<file path="config.mk">
export PLATFORM = sky130hd
export DESIGN_NAME = trace_capture_flat
export DESIGN_NICKNAME = d
export VERILOG_FILES = /design/src/rtl/trace_capture_if.sv /design/src/rtl/trace_capture.sv /design/src/flat_wrapper.sv
export SDC_FILE = /design/constraint.sdc
export NUM_CORES = 2
export LEC_CHECK = 0
export CORE_ASPECT_RATIO = 2
export CORE_MARGIN = 5
export CORE_UTILIZATION = 41
export DETAILED_ROUTE_END_ITERATION = 10
export GPL_TIMING_DRIVEN = 0
export PLACE_DENSITY = 0.56
export SYNTH_ARGS = -nofsm -noshare
export SYNTH_HDL_FRONTEND = slang
export SYNTH_SLANG_ARGS = --single-unit
</file>
<file path="constraint.sdc">
create_clock -name clk -period 20.4 [get_ports clk]
set_input_delay 3.06 -clock clk [delete_from_list [all_inputs] [get_ports clk]]
set_output_delay 3.06 -clock clk [all_outputs]
set_load 0.005 [all_outputs]
</file>
<file path="src/rtl/trace_capture_if.sv">
// rtl/trace_capture_if.sv - probe, control and readback signals of the trace buffer
interface trace_capture_if #(
  parameter int DATA_W = 57,
  parameter int ADDR_W = 6
);
  logic              trig0_i;
  logic              trig1_i;
  logic [DATA_W-1:0] data_i;
  logic              arm_i;
  logic [1:0]        trig_sel_i;
  logic [ADDR_W-1:0] post_cnt_i;
  logic [ADDR_W-1:0] rd_addr_i;
  logic [DATA_W-1:0] rd_data_o;
  logic [1:0]        state_o;
  logic              done_o;
  logic [ADDR_W:0]   count_o;
  logic [ADDR_W-1:0] trig_pos_o;

  modport master (
    output trig0_i, trig1_i, data_i, arm_i, trig_sel_i, post_cnt_i, rd_addr_i,
    input  rd_data_o, state_o, done_o, count_o, trig_pos_o
  );

  modport slave (
    input  trig0_i, trig1_i, data_i, arm_i, trig_sel_i, post_cnt_i, rd_addr_i,
    output rd_data_o, state_o, done_o, count_o, trig_pos_o
  );
endinterface

</file>
<file path="src/rtl/trace_capture.sv">
// rtl/trace_capture.sv - armed circular trace buffer with edge trigger and post-trigger window
module trace_capture #(
  parameter int DATA_W = 57,
  parameter int ADDR_W = 6
) (
  input logic           clk,
  input logic           rst,
  trace_capture_if.slave bus
);
  localparam int DEPTH = 1 << ADDR_W;
  localparam logic [ADDR_W:0] FULL = (ADDR_W+1)'(DEPTH);

  typedef enum logic [1:0] {
    IDLE      = 2'd0,
    ARMED     = 2'd1,
    TRIGGERED = 2'd2,
    DONE      = 2'd3
  } state_t;

  state_t            state;
  logic              trig0_q, trig1_q;
  logic              rise0, rise1, hit, wr_en;
  logic [ADDR_W-1:0] wr_ptr, post_rem, post_lat, trig_pos, rd_phys;
  logic [ADDR_W:0]   count, count_nxt;
  logic              done;
  logic [DATA_W-1:0] rd_data;
  logic [DATA_W-1:0] mem [DEPTH];

  always_comb begin
    rise0 = bus.trig0_i & ~trig0_q;
    rise1 = bus.trig1_i & ~trig1_q;
    case (bus.trig_sel_i)
      2'b00:   hit = rise0;
      2'b01:   hit = rise1;
      2'b10:   hit = rise0 | rise1;
      default: hit = rise0 & rise1;
    endcase
    wr_en     = ((state == ARMED) || (state == TRIGGERED)) && !bus.arm_i;
    count_nxt = (count == FULL) ? count : count + (ADDR_W+1)'(1);
    // Oldest sample sits count entries behind the write pointer; a full buffer wraps onto wr_ptr.
    rd_phys   = wr_ptr - count[ADDR_W-1:0] + bus.rd_addr_i;
  end

  always_ff @(posedge clk or posedge rst) begin
    if (rst) begin
      trig0_q <= 1'b0;
      trig1_q <= 1'b0;
    end else begin
      trig0_q <= bus.trig0_i;
      trig1_q <= bus.trig1_i;
    end
  end

  always_ff @(posedge clk) begin
    if (wr_en) mem[wr_ptr] <= bus.data_i;
  end

  always_ff @(posedge clk or posedge rst) begin
    if (rst) rd_data <= '0;
    else     rd_data <= mem[rd_phys];
  end

  always_ff @(posedge clk or posedge rst) begin
    if (rst) begin
      state    <= IDLE;
      wr_ptr   <= '0;
      count    <= '0;
      post_rem <= '0;
      post_lat <= '0;
      trig_pos <= '0;
      done     <= 1'b0;
    end else if (bus.arm_i) begin
      state    <= ARMED;
      wr_ptr   <= '0;
      count    <= '0;
      trig_pos <= '0;
      done     <= 1'b0;
    end else begin
      case (state)
        ARMED: begin
          wr_ptr <= wr_ptr + ADDR_W'(1);
          count  <= count_nxt;
          if (hit) begin
            post_rem <= bus.post_cnt_i;
            post_lat <= bus.post_cnt_i;
            if (bus.post_cnt_i == '0) begin
              state    <= DONE;
              done     <= 1'b1;
              trig_pos <= count_nxt[ADDR_W-1:0] - ADDR_W'(1);
            end else begin
              state <= TRIGGERED;
            end
          end
        end
        TRIGGERED: begin
          wr_ptr   <= wr_ptr + ADDR_W'(1);
          count    <= count_nxt;
          post_rem <= post_rem - ADDR_W'(1);
          if (post_rem == ADDR_W'(1)) begin
            state    <= DONE;
            done     <= 1'b1;
            trig_pos <= count_nxt[ADDR_W-1:0] - ADDR_W'(1) - post_lat;
          end
        end
        default: ;
      endcase
    end
  end

  assign bus.rd_data_o  = rd_data;
  assign bus.state_o    = state;
  assign bus.done_o     = done;
  assign bus.count_o    = count;
  assign bus.trig_pos_o = trig_pos;
endmodule

</file>
<file path="src/flat_wrapper.sv">
// flat-port wrapper written by rule: the top's interface ports become plain ports
module trace_capture_flat 
#(
  parameter int DATA_W = 57,
  parameter int ADDR_W = 6
)
  (clk, rst, bus_trig0_i, bus_trig1_i, bus_data_i, bus_arm_i, bus_trig_sel_i, bus_post_cnt_i, bus_rd_addr_i, bus_rd_data_o, bus_state_o, bus_done_o, bus_count_o, bus_trig_pos_o);
  trace_capture_if #(.DATA_W(DATA_W), .ADDR_W(ADDR_W)) bus_i ();
  input logic clk;
  input logic rst;
  input wire logic [$bits(bus_i.trig0_i)-1:0] bus_trig0_i;
  input wire logic [$bits(bus_i.trig1_i)-1:0] bus_trig1_i;
  input wire logic [$bits(bus_i.data_i)-1:0] bus_data_i;
  input wire logic [$bits(bus_i.arm_i)-1:0] bus_arm_i;
  input wire logic [$bits(bus_i.trig_sel_i)-1:0] bus_trig_sel_i;
  input wire logic [$bits(bus_i.post_cnt_i)-1:0] bus_post_cnt_i;
  input wire logic [$bits(bus_i.rd_addr_i)-1:0] bus_rd_addr_i;
  output wire logic [$bits(bus_i.rd_data_o)-1:0] bus_rd_data_o;
  output wire logic [$bits(bus_i.state_o)-1:0] bus_state_o;
  output wire logic [$bits(bus_i.done_o)-1:0] bus_done_o;
  output wire logic [$bits(bus_i.count_o)-1:0] bus_count_o;
  output wire logic [$bits(bus_i.trig_pos_o)-1:0] bus_trig_pos_o;
  assign bus_i.trig0_i = bus_trig0_i;
  assign bus_i.trig1_i = bus_trig1_i;
  assign bus_i.data_i = bus_data_i;
  assign bus_i.arm_i = bus_arm_i;
  assign bus_i.trig_sel_i = bus_trig_sel_i;
  assign bus_i.post_cnt_i = bus_post_cnt_i;
  assign bus_i.rd_addr_i = bus_rd_addr_i;
  assign bus_rd_data_o = bus_i.rd_data_o;
  assign bus_state_o = bus_i.state_o;
  assign bus_done_o = bus_i.done_o;
  assign bus_count_o = bus_i.count_o;
  assign bus_trig_pos_o = bus_i.trig_pos_o;
  trace_capture #(.DATA_W(DATA_W), .ADDR_W(ADDR_W)) u_core (.clk(clk), .rst(rst), .bus(bus_i));
endmodule
</file>
==> results.md <==
- Status: finished clean
- CTS Sinks: 3,741
- Worst path top cell family by delay: buffers and inverters
- TritonCTS Buffers: 338
- Filler instances: 27.8k
- HPWL after DPL: 291,000 µm
- Final WS setup: 12.61 ns
- Num rows: 305
- Die Wd: 426 µm
- Worst setup EP type: register
- Post-synthesis mux area share: 0.182
- Htree depth: 5
- Setup TNS: 0 ns
- Initial antenna violation count: 35
- Setup-failing EPs final: 0
- Finished Layout Cells: 11.3k
- Synth Net Count: 5,782
- Drt first-iter violations: 7,359
- Slowest CP cell: clkbuf_1
- Placed cell area: 155,000 µm²
- Max clock buf depth: 4
- I/O Buffers: 148
- Placeable Area: 345,000 µm²
- # IOs: 149
- Avg Cell Area, Syn: 25.0 µm²
- Max-Cap Viols: 0
- Top FF cell, synth: edfxtp_1
- Area Overhead vs Synth: 16.7%
- Simple-gate share of the synthesized area: 0.00726
- Cell area after technology mapping: 142,000 µm²
- Synth top cells by count: edfxtp_1, mux4_2, clkbuf_1
- Post-DR wirelength/cell: 37.0 µm
- EDFF count, synth: 3,648
- #FFs+latches synth: 3,741
- Async S/R FF share, synth: 0.0249
- Switching portion of total power: 0.343
- Achievable Freq: 0.128 GHz
- Vias in the first global route: 70.2k
- First-pass GRT wire length: 573,000 µm
- Top post-synthesis cells by area: edfxtp_1, mux4_2, dfrtp_1
- Required time of the critical path: 21.13 ns
- Critical Path, Cell by Cell: clkdlybuf4s50_1 > inv_1 > fa_1 > inv_1 > fa_1 > clkbuf_1 > clkbuf_2 > buf_12 > clkbuf_1 > mux4_2 > mux4_2 > a22oi_1 > nand2_1
- YS warnings: 0
- Clock Latency Late Sink: 0.92 ns
- Area fraction in compound gates after synthesis: 0.00921
- Syn Inst Count: 5,681
- Relative slew slack: 0.0680
- Crit path buf inv count: 7
- Routed wire length: 420,000 µm
- Setup CP Type: in2reg
- Fin Hold WS: 0.472 ns
- # DRC: 0
- Total power: 24.8 mW
- Worst VDD drop: 144 µV
- RSZ-0062 raised after global routing: no
- Largest family of logic cells by synthesized area: multiplexers
- CTS tree: built
- Gate power share: 0.396
- Post-Synth XOR/XNOR Area: 0.00142
- ANT nets after route: 0
- Post-CTS resize count: 0
- Internal power: 16.3 mW
- Final Cell Area: 166,000 µm²
- GPL Wtd Cong: 0.777
- Overall routing resource usage: 0.232
- Post-synthesis adder-cell area fraction: 0.00252
- Util after Layout: 0.480
- Largest stage delay, worst path: 0.90 ns
- Count leader, synth: edfxtp_1
- Power Density: 150 nW/µm²
- Top-area cell type share of the netlist area: 0.772
- Crit share post-route: 0.382
- Post-Route Skew: 0.0439 ns
- Fin. max-slew vios: 0
- Largest net degree at the start of global routing: 65
- Pre-antenna DRT Iters: 6
- Fraction of layout cells with a size suffix above 1: 0.319
- Grt total ovfl: 0
- CP Max Fanout: 10
- Initial core utilization: 0.411
- Switching power of the nets: 8.51 mW
- Power share of the sequential group: 0.348
- Via density: 5.86
- Via count: 66.4k
- Setup Buffers After CTS: 0
- Min Tclk post-route: 7.79 ns
- Die area: 359,000 µm²
- Final Hold Fails: 0
- Top cell type by total area after synthesis: edfxtp_1
- Clock root cell: clkbuf_16
- Register area share after synthesis: 0.788
- Worst slew pin tran: 1.40 ns
- WP data arrival: 8.52 ns
- Distinct cells, synth: 52
- Reg clk slew, reported paths: 0.06 ns
- Pre-CTS WS: 11.81 ns
- # hold bufs at CTS: 0
- CP startpoint kind: input port
- Nets: 6,542
- Dpl cells: 10.7k
- Worst Hold Class: reg2reg
- Die height: 842 µm
- P_leak: 51.4 nW
- Clk pwr share: 0.256
sequential cells by signal, indices dropped and copies added, names as in the netlist:
signal,cells
u_core.wr_ptr,6
u_core.trig0_q,1
u_core.mem,3648
u_core.bus.done_o,1
u_core.bus.count_o,7
u_core.trig1_q,1
u_core.post_rem,6
u_core.post_lat,6
u_core.bus.rd_data_o,57
u_core.bus.trig_pos_o,6
u_core.bus.state_o,2
cell families after synthesis:
family,Yosys count
multiplexers,1149
AND/OR/NAND/NOR,233
flip-flops,3741
adder cells (fa/ha/maj),25
buffers and inverters,329
AO/OA/AOI/OAI,181
XOR/XNOR,23
final timing paths:
kind                                       start                       end  slack, ns  cells past startpoint
max                             bus_rd_addr_i[1]  u_core.bus.rd_data_o[30]      12.61                     13
min                            u_core.bus.done_o         u_core.bus.done_o       0.47                      1
max reg2reg                u_core.bus.count_o[0]  u_core.bus.rd_data_o[30]      14.63                     12
min reg2reg                    u_core.bus.done_o         u_core.bus.done_o       0.47                      1
max in group asynchronous                    rst  u_core.bus.rd_data_o[50]      16.95                      3
min in group asynchronous                    rst  u_core.bus.rd_data_o[23]       2.64                      2
metal layers:
metal,vias up,share of wire,wire [µm],GRT usage
li1,26200,-,-,-
met1,36600,0.33,138000,0.255
met2,2760,0.56,234000,0.435
met3,810,0.061,25600,0.0403
met4,16,0.054,22600,0.104
met5,-,0.00024,101,0
final cells by class:
| class | instances | area [µm²] | area share |
|---|---|---|---|
| clock inverters | 205 | 1860 | 0.0112 |
| multi-input cells | 1611 | 29100 | 0.176 |
| repair buffers | 420 | 6720 | 0.0405 |
| diodes | 16 | 40.0 | 0.000242 |
| inverters | 33 | 129 | 0.000778 |
| plain buffers | 296 | 1310 | 0.00792 |
| clock buffers | 402 | 8850 | 0.0534 |
| flip-flops and latches | 3741 | 112000 | 0.675 |
| well taps | 4605 | 5760 | 0.0348 |
layout by cell type, fill, tap and decap left out, types with 28 or more instances in the layout:
cell	instances
a22oi_1	117
buf_1	40
buf_12	195
buf_16	51
buf_2	145
buf_4	34
bufinv_16	28
clkbuf_1	190
clkbuf_16	344
clkdlybuf4s50_1	91
clkinv_1	79
clkinv_2	66
dfrtp_1	93
edfxtp_1	3648
inv_1	30
mux4_2	1140
nand2_1	73
nor2_1	30
nor2_4	62
power groups by stage:
stage | registers, mW | clock network, mW | logic, mW
after floorplan | 8.79 | 0 | 5.80
after detailed placement | 8.79 | 0 | 10.0
final | 8.62 | 6.35 | 9.82
after global routing | 8.63 | 6.77 | 10.2
after CTS | 8.62 | 6.47 | 10.0
after global placement | 8.82 | 0 | 9.81
Note: power is estimated with default switching activity, not from simulation.
